File: src/rtl/rt_pkg.sv
// ----------------------------------------------------------------------------
// rt_pkg
// Shared definitions for the ray-tracer pixel output path.
//   FP_WL            : width of one pixel word
//   COORDINATE_BITS  : width of frame coordinates (image_width/height, ox/oy)
//   rt_entry_t       : one buffered pixel, {last, pixel}
// ----------------------------------------------------------------------------
package rt_pkg;

  localparam int FP_WL           = 16;
  localparam int COORDINATE_BITS = 12;

  typedef struct packed {
    logic             last;
    logic [FP_WL-1:0] pixel;
  } rt_entry_t;

endpackage

File: src/rtl/rt_sync_fifo.sv
// ----------------------------------------------------------------------------
// rt_sync_fifo
// Single-clock pixel FIFO with a registered occupancy count. Besides the
// current head it exposes the head and count as they will be after this
// cycle's push/pop, so the caller can register its output stage from them.
// Ports:
//   clk, resetn        : clock, synchronous active-low reset (pointers/count)
//   push, pop          : qualified push / pop strobes (caller guarantees legality)
//   wdata              : entry to write
//   head_last          : stored last flag of the current head entry
//   head_nxt           : head entry after this cycle's push/pop
//   count, count_nxt   : occupancy now / after this cycle
//   full               : count == DEPTH
// ----------------------------------------------------------------------------
module rt_sync_fifo
  import rt_pkg::*;
#(
  parameter int DEPTH = 8
) (
  input  logic                     clk,
  input  logic                     resetn,
  input  logic                     push,
  input  logic                     pop,
  input  rt_entry_t                wdata,
  output logic                     head_last,
  output rt_entry_t                head_nxt,
  output logic [$clog2(DEPTH):0]   count,
  output logic [$clog2(DEPTH):0]   count_nxt,
  output logic                     full
);

  localparam int            AW       = $clog2(DEPTH);
  localparam logic [AW:0]   FULL_CNT = (AW+1)'(DEPTH);

  rt_entry_t         mem [DEPTH];
  logic [AW-1:0]     wptr;
  logic [AW-1:0]     rptr;
  logic [AW-1:0]     rptr_nxt;

  assign full      = (count == FULL_CNT);
  assign head_last = mem[rptr].last;

  always_comb begin
    count_nxt = count;
    if (push && !pop)
      count_nxt = count + 1'b1;
    else if (!push && pop)
      count_nxt = count - 1'b1;
  end

  assign rptr_nxt = pop ? rptr + 1'b1 : rptr;

  // When the FIFO is (or becomes) empty apart from the incoming word, the
  // new head is the write data itself rather than anything in storage.
  always_comb begin
    head_nxt = mem[rptr_nxt];
    if (push && ((count == '0) || ((count == (AW+1)'(1)) && pop)))
      head_nxt = wdata;
  end

  always_ff @(posedge clk) begin
    if (!resetn) begin
      wptr  <= '0;
      rptr  <= '0;
      count <= '0;
    end else begin
      if (push)
        wptr <= wptr + 1'b1;
      rptr  <= rptr_nxt;
      count <= count_nxt;
    end
  end

  always_ff @(posedge clk) begin
    if (push)
      mem[wptr] <= wdata;
  end

endmodule

File: src/rtl/rt_axis_out.sv
// ----------------------------------------------------------------------------
// rt_axis_out
// Buffers pixels from the ray-tracer core and emits them as an AXI4-Stream
// video stream (tuser = start of frame, tlast = end of line).
// Optional build macro: RT_AXIS_OUT_FRAME_CHECK_EN enables the sticky
// frame-consistency check on frame_err; otherwise frame_err is tied to 0.
// Ports:
//   clk, resetn                 : clock, synchronous active-low reset
//   in_valid, in_last, in_pixel : upstream pixel, end-of-frame marker
//   stall                       : registered back-pressure to upstream
//   image_width, image_height   : frame geometry (0 treated as 1)
//   m_axis_tdata/tvalid/tready  : AXI4-Stream data handshake
//   m_axis_tuser, m_axis_tlast  : start of frame, end of line
//   frame_err                   : sticky frame-consistency error
// ----------------------------------------------------------------------------
module rt_axis_out
  import rt_pkg::*;
#(
  parameter int DEPTH        = 8,
  parameter int STALL_MARGIN = 6
) (
  input  logic                       clk,
  input  logic                       resetn,
  input  logic                       in_valid,
  input  logic                       in_last,
  input  logic [FP_WL-1:0]           in_pixel,
  output logic                       stall,
  input  logic [COORDINATE_BITS-1:0] image_width,
  input  logic [COORDINATE_BITS-1:0] image_height,
  output logic [FP_WL-1:0]           m_axis_tdata,
  output logic                       m_axis_tvalid,
  input  logic                       m_axis_tready,
  output logic                       m_axis_tuser,
  output logic                       m_axis_tlast,
  output logic                       frame_err
);

  localparam int              CW        = $clog2(DEPTH) + 1;
  localparam logic [CW-1:0]   STALL_LVL = CW'(DEPTH - STALL_MARGIN);

  logic                        push;
  logic                        pop;
  rt_entry_t                   wdata;
  logic                        head_last;
  rt_entry_t                   head_nxt;
  logic [CW-1:0]               count;
  logic [CW-1:0]               count_nxt;
  logic                        full;
  logic [COORDINATE_BITS-1:0]  w_m1;
  logic [COORDINATE_BITS-1:0]  ox;
  logic [COORDINATE_BITS-1:0]  oy;
  logic [COORDINATE_BITS-1:0]  ox_nxt;
  logic [COORDINATE_BITS-1:0]  oy_nxt;

  // The output register always mirrors the FIFO head, so tvalid=1 implies
  // the FIFO holds at least one entry and the handshake pops it directly.
  assign pop   = m_axis_tvalid & m_axis_tready;
  assign push  = in_valid & (~full | pop);
  assign wdata = '{last: in_last, pixel: in_pixel};

  rt_sync_fifo #(
    .DEPTH (DEPTH)
  ) u_fifo (
    .clk       (clk),
    .resetn    (resetn),
    .push      (push),
    .pop       (pop),
    .wdata     (wdata),
    .head_last (head_last),
    .head_nxt  (head_nxt),
    .count     (count),
    .count_nxt (count_nxt),
    .full      (full)
  );

  assign w_m1 = (image_width == '0) ? '0 : image_width - 1'b1;

  // ox/oy always name the position of the current head pixel.
  always_comb begin
    ox_nxt = ox;
    oy_nxt = oy;
    if (pop) begin
      if (head_last) begin
        ox_nxt = '0;
        oy_nxt = '0;
      end else if (ox >= w_m1) begin
        ox_nxt = '0;
        oy_nxt = oy + 1'b1;
      end else begin
        ox_nxt = ox + 1'b1;
      end
    end
  end

  // Output stage: registered image of the post-cycle FIFO head.
  always_ff @(posedge clk) begin
    if (!resetn) begin
      ox            <= '0;
      oy            <= '0;
      m_axis_tvalid <= 1'b0;
      m_axis_tdata  <= '0;
      m_axis_tuser  <= 1'b0;
      m_axis_tlast  <= 1'b0;
      stall         <= 1'b0;
    end else begin
      ox            <= ox_nxt;
      oy            <= oy_nxt;
      m_axis_tvalid <= (count_nxt != '0);
      m_axis_tdata  <= head_nxt.pixel;
      m_axis_tuser  <= (ox_nxt == '0) && (oy_nxt == '0);
      m_axis_tlast  <= (ox_nxt == w_m1);
      stall         <= (count_nxt >= STALL_LVL);
    end
  end

`ifdef RT_AXIS_OUT_FRAME_CHECK_EN
  logic [COORDINATE_BITS-1:0] h_m1;
  logic                       at_end;

  assign h_m1   = (image_height == '0) ? '0 : image_height - 1'b1;
  assign at_end = (ox == w_m1) && (oy == h_m1);

  // A marked last pixel off the final position, or the final position
  // without the mark, both indicate upstream and geometry disagree.
  always_ff @(posedge clk) begin
    if (!resetn)
      frame_err <= 1'b0;
    else if (pop && (head_last != at_end))
      frame_err <= 1'b1;
  end
`else
  logic unused_height;
  assign unused_height = ^image_height;
  assign frame_err     = 1'b0;
`endif

endmodule

File: config.mk
export PLATFORM = sky130hd
export DESIGN_NAME = rt_axis_out
export DESIGN_NICKNAME = d
export VERILOG_FILES = /design/src/rtl/rt_pkg.sv /design/src/rtl/rt_sync_fifo.sv /design/src/rtl/rt_axis_out.sv
export SDC_FILE = /design/constraint.sdc
export NUM_CORES = 1
export LEC_CHECK = 0
export BUFFER_PORTS_ARGS = -buffer_cell sky130_fd_sc_hd__buf_2
export CORE_MARGIN = 2
export CORE_UTILIZATION = 55
export DETAILED_ROUTE_END_ITERATION = 8
export PLACE_DENSITY = 0.74
export SYNTH_ARGS = -nofsm -noshare
export SYNTH_HDL_FRONTEND = slang
export SYNTH_SLANG_ARGS = --single-unit
File: constraint.sdc
create_clock -name clk -period 4.4 [get_ports clk]
set_input_delay 0.88 -clock clk [delete_from_list [all_inputs] [get_ports clk]]
set_output_delay 0.88 -clock clk [all_outputs]
set_load 0.01 [all_outputs]
==> qor.csv <==
metric;value;unit
Cells after Synth;663;
crit end category;flip-flop;
Synth async-reset ratio;0;%
clock buffer depth;2;
Final Hold Fails;0;
Post-CTS Setup Inserts;0;
Die H;130.6;um
# DRC;0;
status;finished, final reports clean;
post-synthesis adder-cell area fraction;2.838;%
hold_buf cts;0;
relative slew slack;39.05;%
share of cells above drive strength 1;22.80;%
Final ANT Viol Nets;0;
area post-placement;0.009533;mm^2
critical path class;in -> reg;
vias post-DR;5820;
FILL cells;1165;
fin. max-slew vios;0;
post-CTS sizing;0;
fmax;0.2528;GHz
Critical Path RT;4710;ps
Synth Area in XOR/XNOR;2.881;%
RSZ-0062 raised after global routing;false;
Syn Area/Cell;13.30;um^2
Root Driver;clkbuf_16;
PD cells;454.9;mW/mm^2
Clock Sinks;190;
Starting Density;55.91;%
CTS tree;yes;
global route overflow;0;
num rows;46;
#FFs+latches synth;190;
Iteration-0 DRC Markers;424;
worst slew pin tran;909.7;ps
chip width;130.6;um
Post-Synth Simple-Gate Area;13.17;%
port bufs;52;
core area;0.01577;mm^2
Main synth FF type;edfxtp_1;
sequential share of the synthesized area;58.58;%
HPWL Detailed;11700;um
synth warn;0;
Max Cap Violations;0;
initial antenna violation count;1;
total CTS buffers;17;
first-pass GRT wire length;29810;um
GPL Wtd Cong;0.9189;
WL/cell;19.24;um
GR Util met1;29.97;%
Yosys cell types;73;
Peak supply drop;336.7;uV
Netlist Area Pre-Place;0.008817;mm^2
WL final;18600;um
Final Total Pwr;0.004618;W
layout net count;802;
Leakage Power;3.922;nW
Critical Path AT;4270;ps
die area;0.01706;mm^2
GR Util met2;38.82;%
htree depth;4;
largest family of logic cells by synthesized area;simple AND/OR/NAND/NOR gates;
Tcrit/Tclk final;89.92;%
mux contribution to synthesized area;12.27;%
EDFF count, synth;136;
Top Usage Layer GRT;met2;
largest net degree at the start of global routing;40;
Util after Layout;64.38;%
clk_skew;9.142;ps
Startpoint Class;input pin;
vias in the first global route;5685;
Final min period;3956;ps
Compound-Gate Fraction of Synth Area;8.103;%
CTS clock-pin slew for the worst setup and hold paths;70;ps
nets in the synthesized netlist;728;
Area Growth Syn to Fin;15.14;%
Crit Path Max Fanout;7;
GRT Util Overall;23.23;%
drt pass-1 iters;5;
Clk Latency, worst-skew pair;430;ps
# IOs;66;
Final setup viols;0;
via density per instance;6.019;
met3 usage;5.619;%
worst min path class;reg -> reg;
fin area;0.01015;mm^2
==> area by class of cell <==
class                   instances  area (um^2)  area share (%)
clock buffers                  20        446.7           4.400
multi-input cells             432         3505           34.52
flip-flops and latches        190         5165           50.88
diodes                          1        2.502         0.02465
clock inverters                12        168.9           1.664
well taps                     216        270.3           2.662
inverters                       9        33.78          0.3328
repair buffers                 87        560.5           5.521
==> per-layer routing <==
metal / vias to the layer above / wire (um)
met5: - / 0
met4: 0 / 356
met3: 28 / 986
met2: 188 / 9402
met1: 2899 / 7859
li1: 2705 / -
==> worst paths after layout <==
path / from / end / slack [ps] / cells after the start
worst max-delay path: image_width[0] / m_axis_tuser / 440 / 17
worst max register to register: ox[0] / m_axis_tuser / 1370 / 12
worst min register to register: oy[11] / oy[11] / 530 / 2
worst min-delay path: oy[11] / oy[11] / 530 / 2
==> sequential cells by signal, indices dropped and copies added (netlist names), 3 cells and up <==
signal and count:
u_fifo.wptr 3, u_fifo.count 4, u_fifo.rptr 3, m_axis_tdata 16, u_fifo.mem 136, ox 12, oy 12
==> layout by cell type, fill, tap and decap left out, types with 16 or more instances in the layout <==
master,Yosys,layout
edfxtp_1,136,136
a21oi_1,16,16
clkbuf_16,0,17
dfxtp_1,54,54
mux2i_1,25,24
nor2_1,47,47
buf_2,4,52
nand3_1,17,17
o211a_1,16,16
nand2_1,61,61
buf_4,3,32
nand4_1,16,16
ha_1,20,20
mux4_2,32,32
==> cells in the mapped netlist (all sizes together), types with 3 or more instances <==
| master | instances | area [um^2] |
|---|---|---|
| nor3 | 14 | 75.07 |
| dfxtp | 54 | 1081 |
| mux2i | 27 | 286.5 |
| o21ai | 15 | 75.07 |
| a31oi | 3 | 18.77 |
| nand4 | 16 | 100.1 |
| clkbuf | 21 | 80.07 |
| nand2b | 7 | 43.79 |
| xnor2 | 13 | 113.9 |
| o31ai | 5 | 42.54 |
| a211oi | 4 | 40.03 |
| edfxtp | 136 | 4084 |
| nand2 | 62 | 235.2 |
| inv | 9 | 33.78 |
| a21boi | 4 | 30.03 |
| nand3 | 17 | 85.08 |
| ha | 20 | 250.2 |
| a32oi | 5 | 43.79 |
| a21oi | 16 | 80.08 |
| nor3b | 3 | 22.52 |
| o2bb2ai | 3 | 26.28 |
| a21o | 4 | 30.03 |
| nor2b | 12 | 75.07 |
| or3 | 6 | 37.54 |
| nor4 | 7 | 50.05 |
| mux4 | 34 | 773.2 |
| nor2 | 47 | 176.4 |
| and2 | 8 | 50.05 |
| o211a | 16 | 160.2 |
| and4 | 3 | 26.28 |
| buf | 11 | 72.57 |
| and3 | 12 | 75.07 |
| xor2 | 16 | 140.1 |
==> metrics by stage <==
stage / cells / setup TNS, ps / worst slack (ps) / hold WS (ps)
5_1_grt: 967 / 0 / 143.5 / 556.0
4_1_cts: 966 / 0 / 402.9 / 522.4
3_5_place_dp: 934 / -21.67 / -21.67 / 495.7
2_1_floorplan: 663 / 0 / 323.8 / 469.2
6_report: 967 / 0 / 443.6 / 527.1
3_3_place_gp: 934 / -7.156 / -7.156 / 482.4
==> worst max-delay path: stages <==
cell       delay [ps]
buf_2             110
inv_1              70
ha_1              160
nor4b_2           360
and3_1            240
nor2_1             50
mux2_2            270
inv_1             100
ha_1              150
nand4_1           180
o221a_2           330
nand2b_1          150
o21ai_1           280
mux2_2            400
o221ai_1          170
o21ai_0           110
a2111oi_1         260
==> power breakdown <==
group	switching, W	internal (W)
combinational	0.000514	0.000464
clock	0.000700	0.000881
sequential	0.0000431	0.00202
total	0.00126	0.00336
==> cells by family (layout without fill, tap and decap cells) <==
kind of cell,Yosys count,in the layout
simple gates,226,226
mux,63,63
buf+inv,41,128
fa+ha+maj,20,20
xor+xnor,29,29
flops,190,190
other cells,1,2
compound gates,93,93
Power figures use the tool's default switching activity.
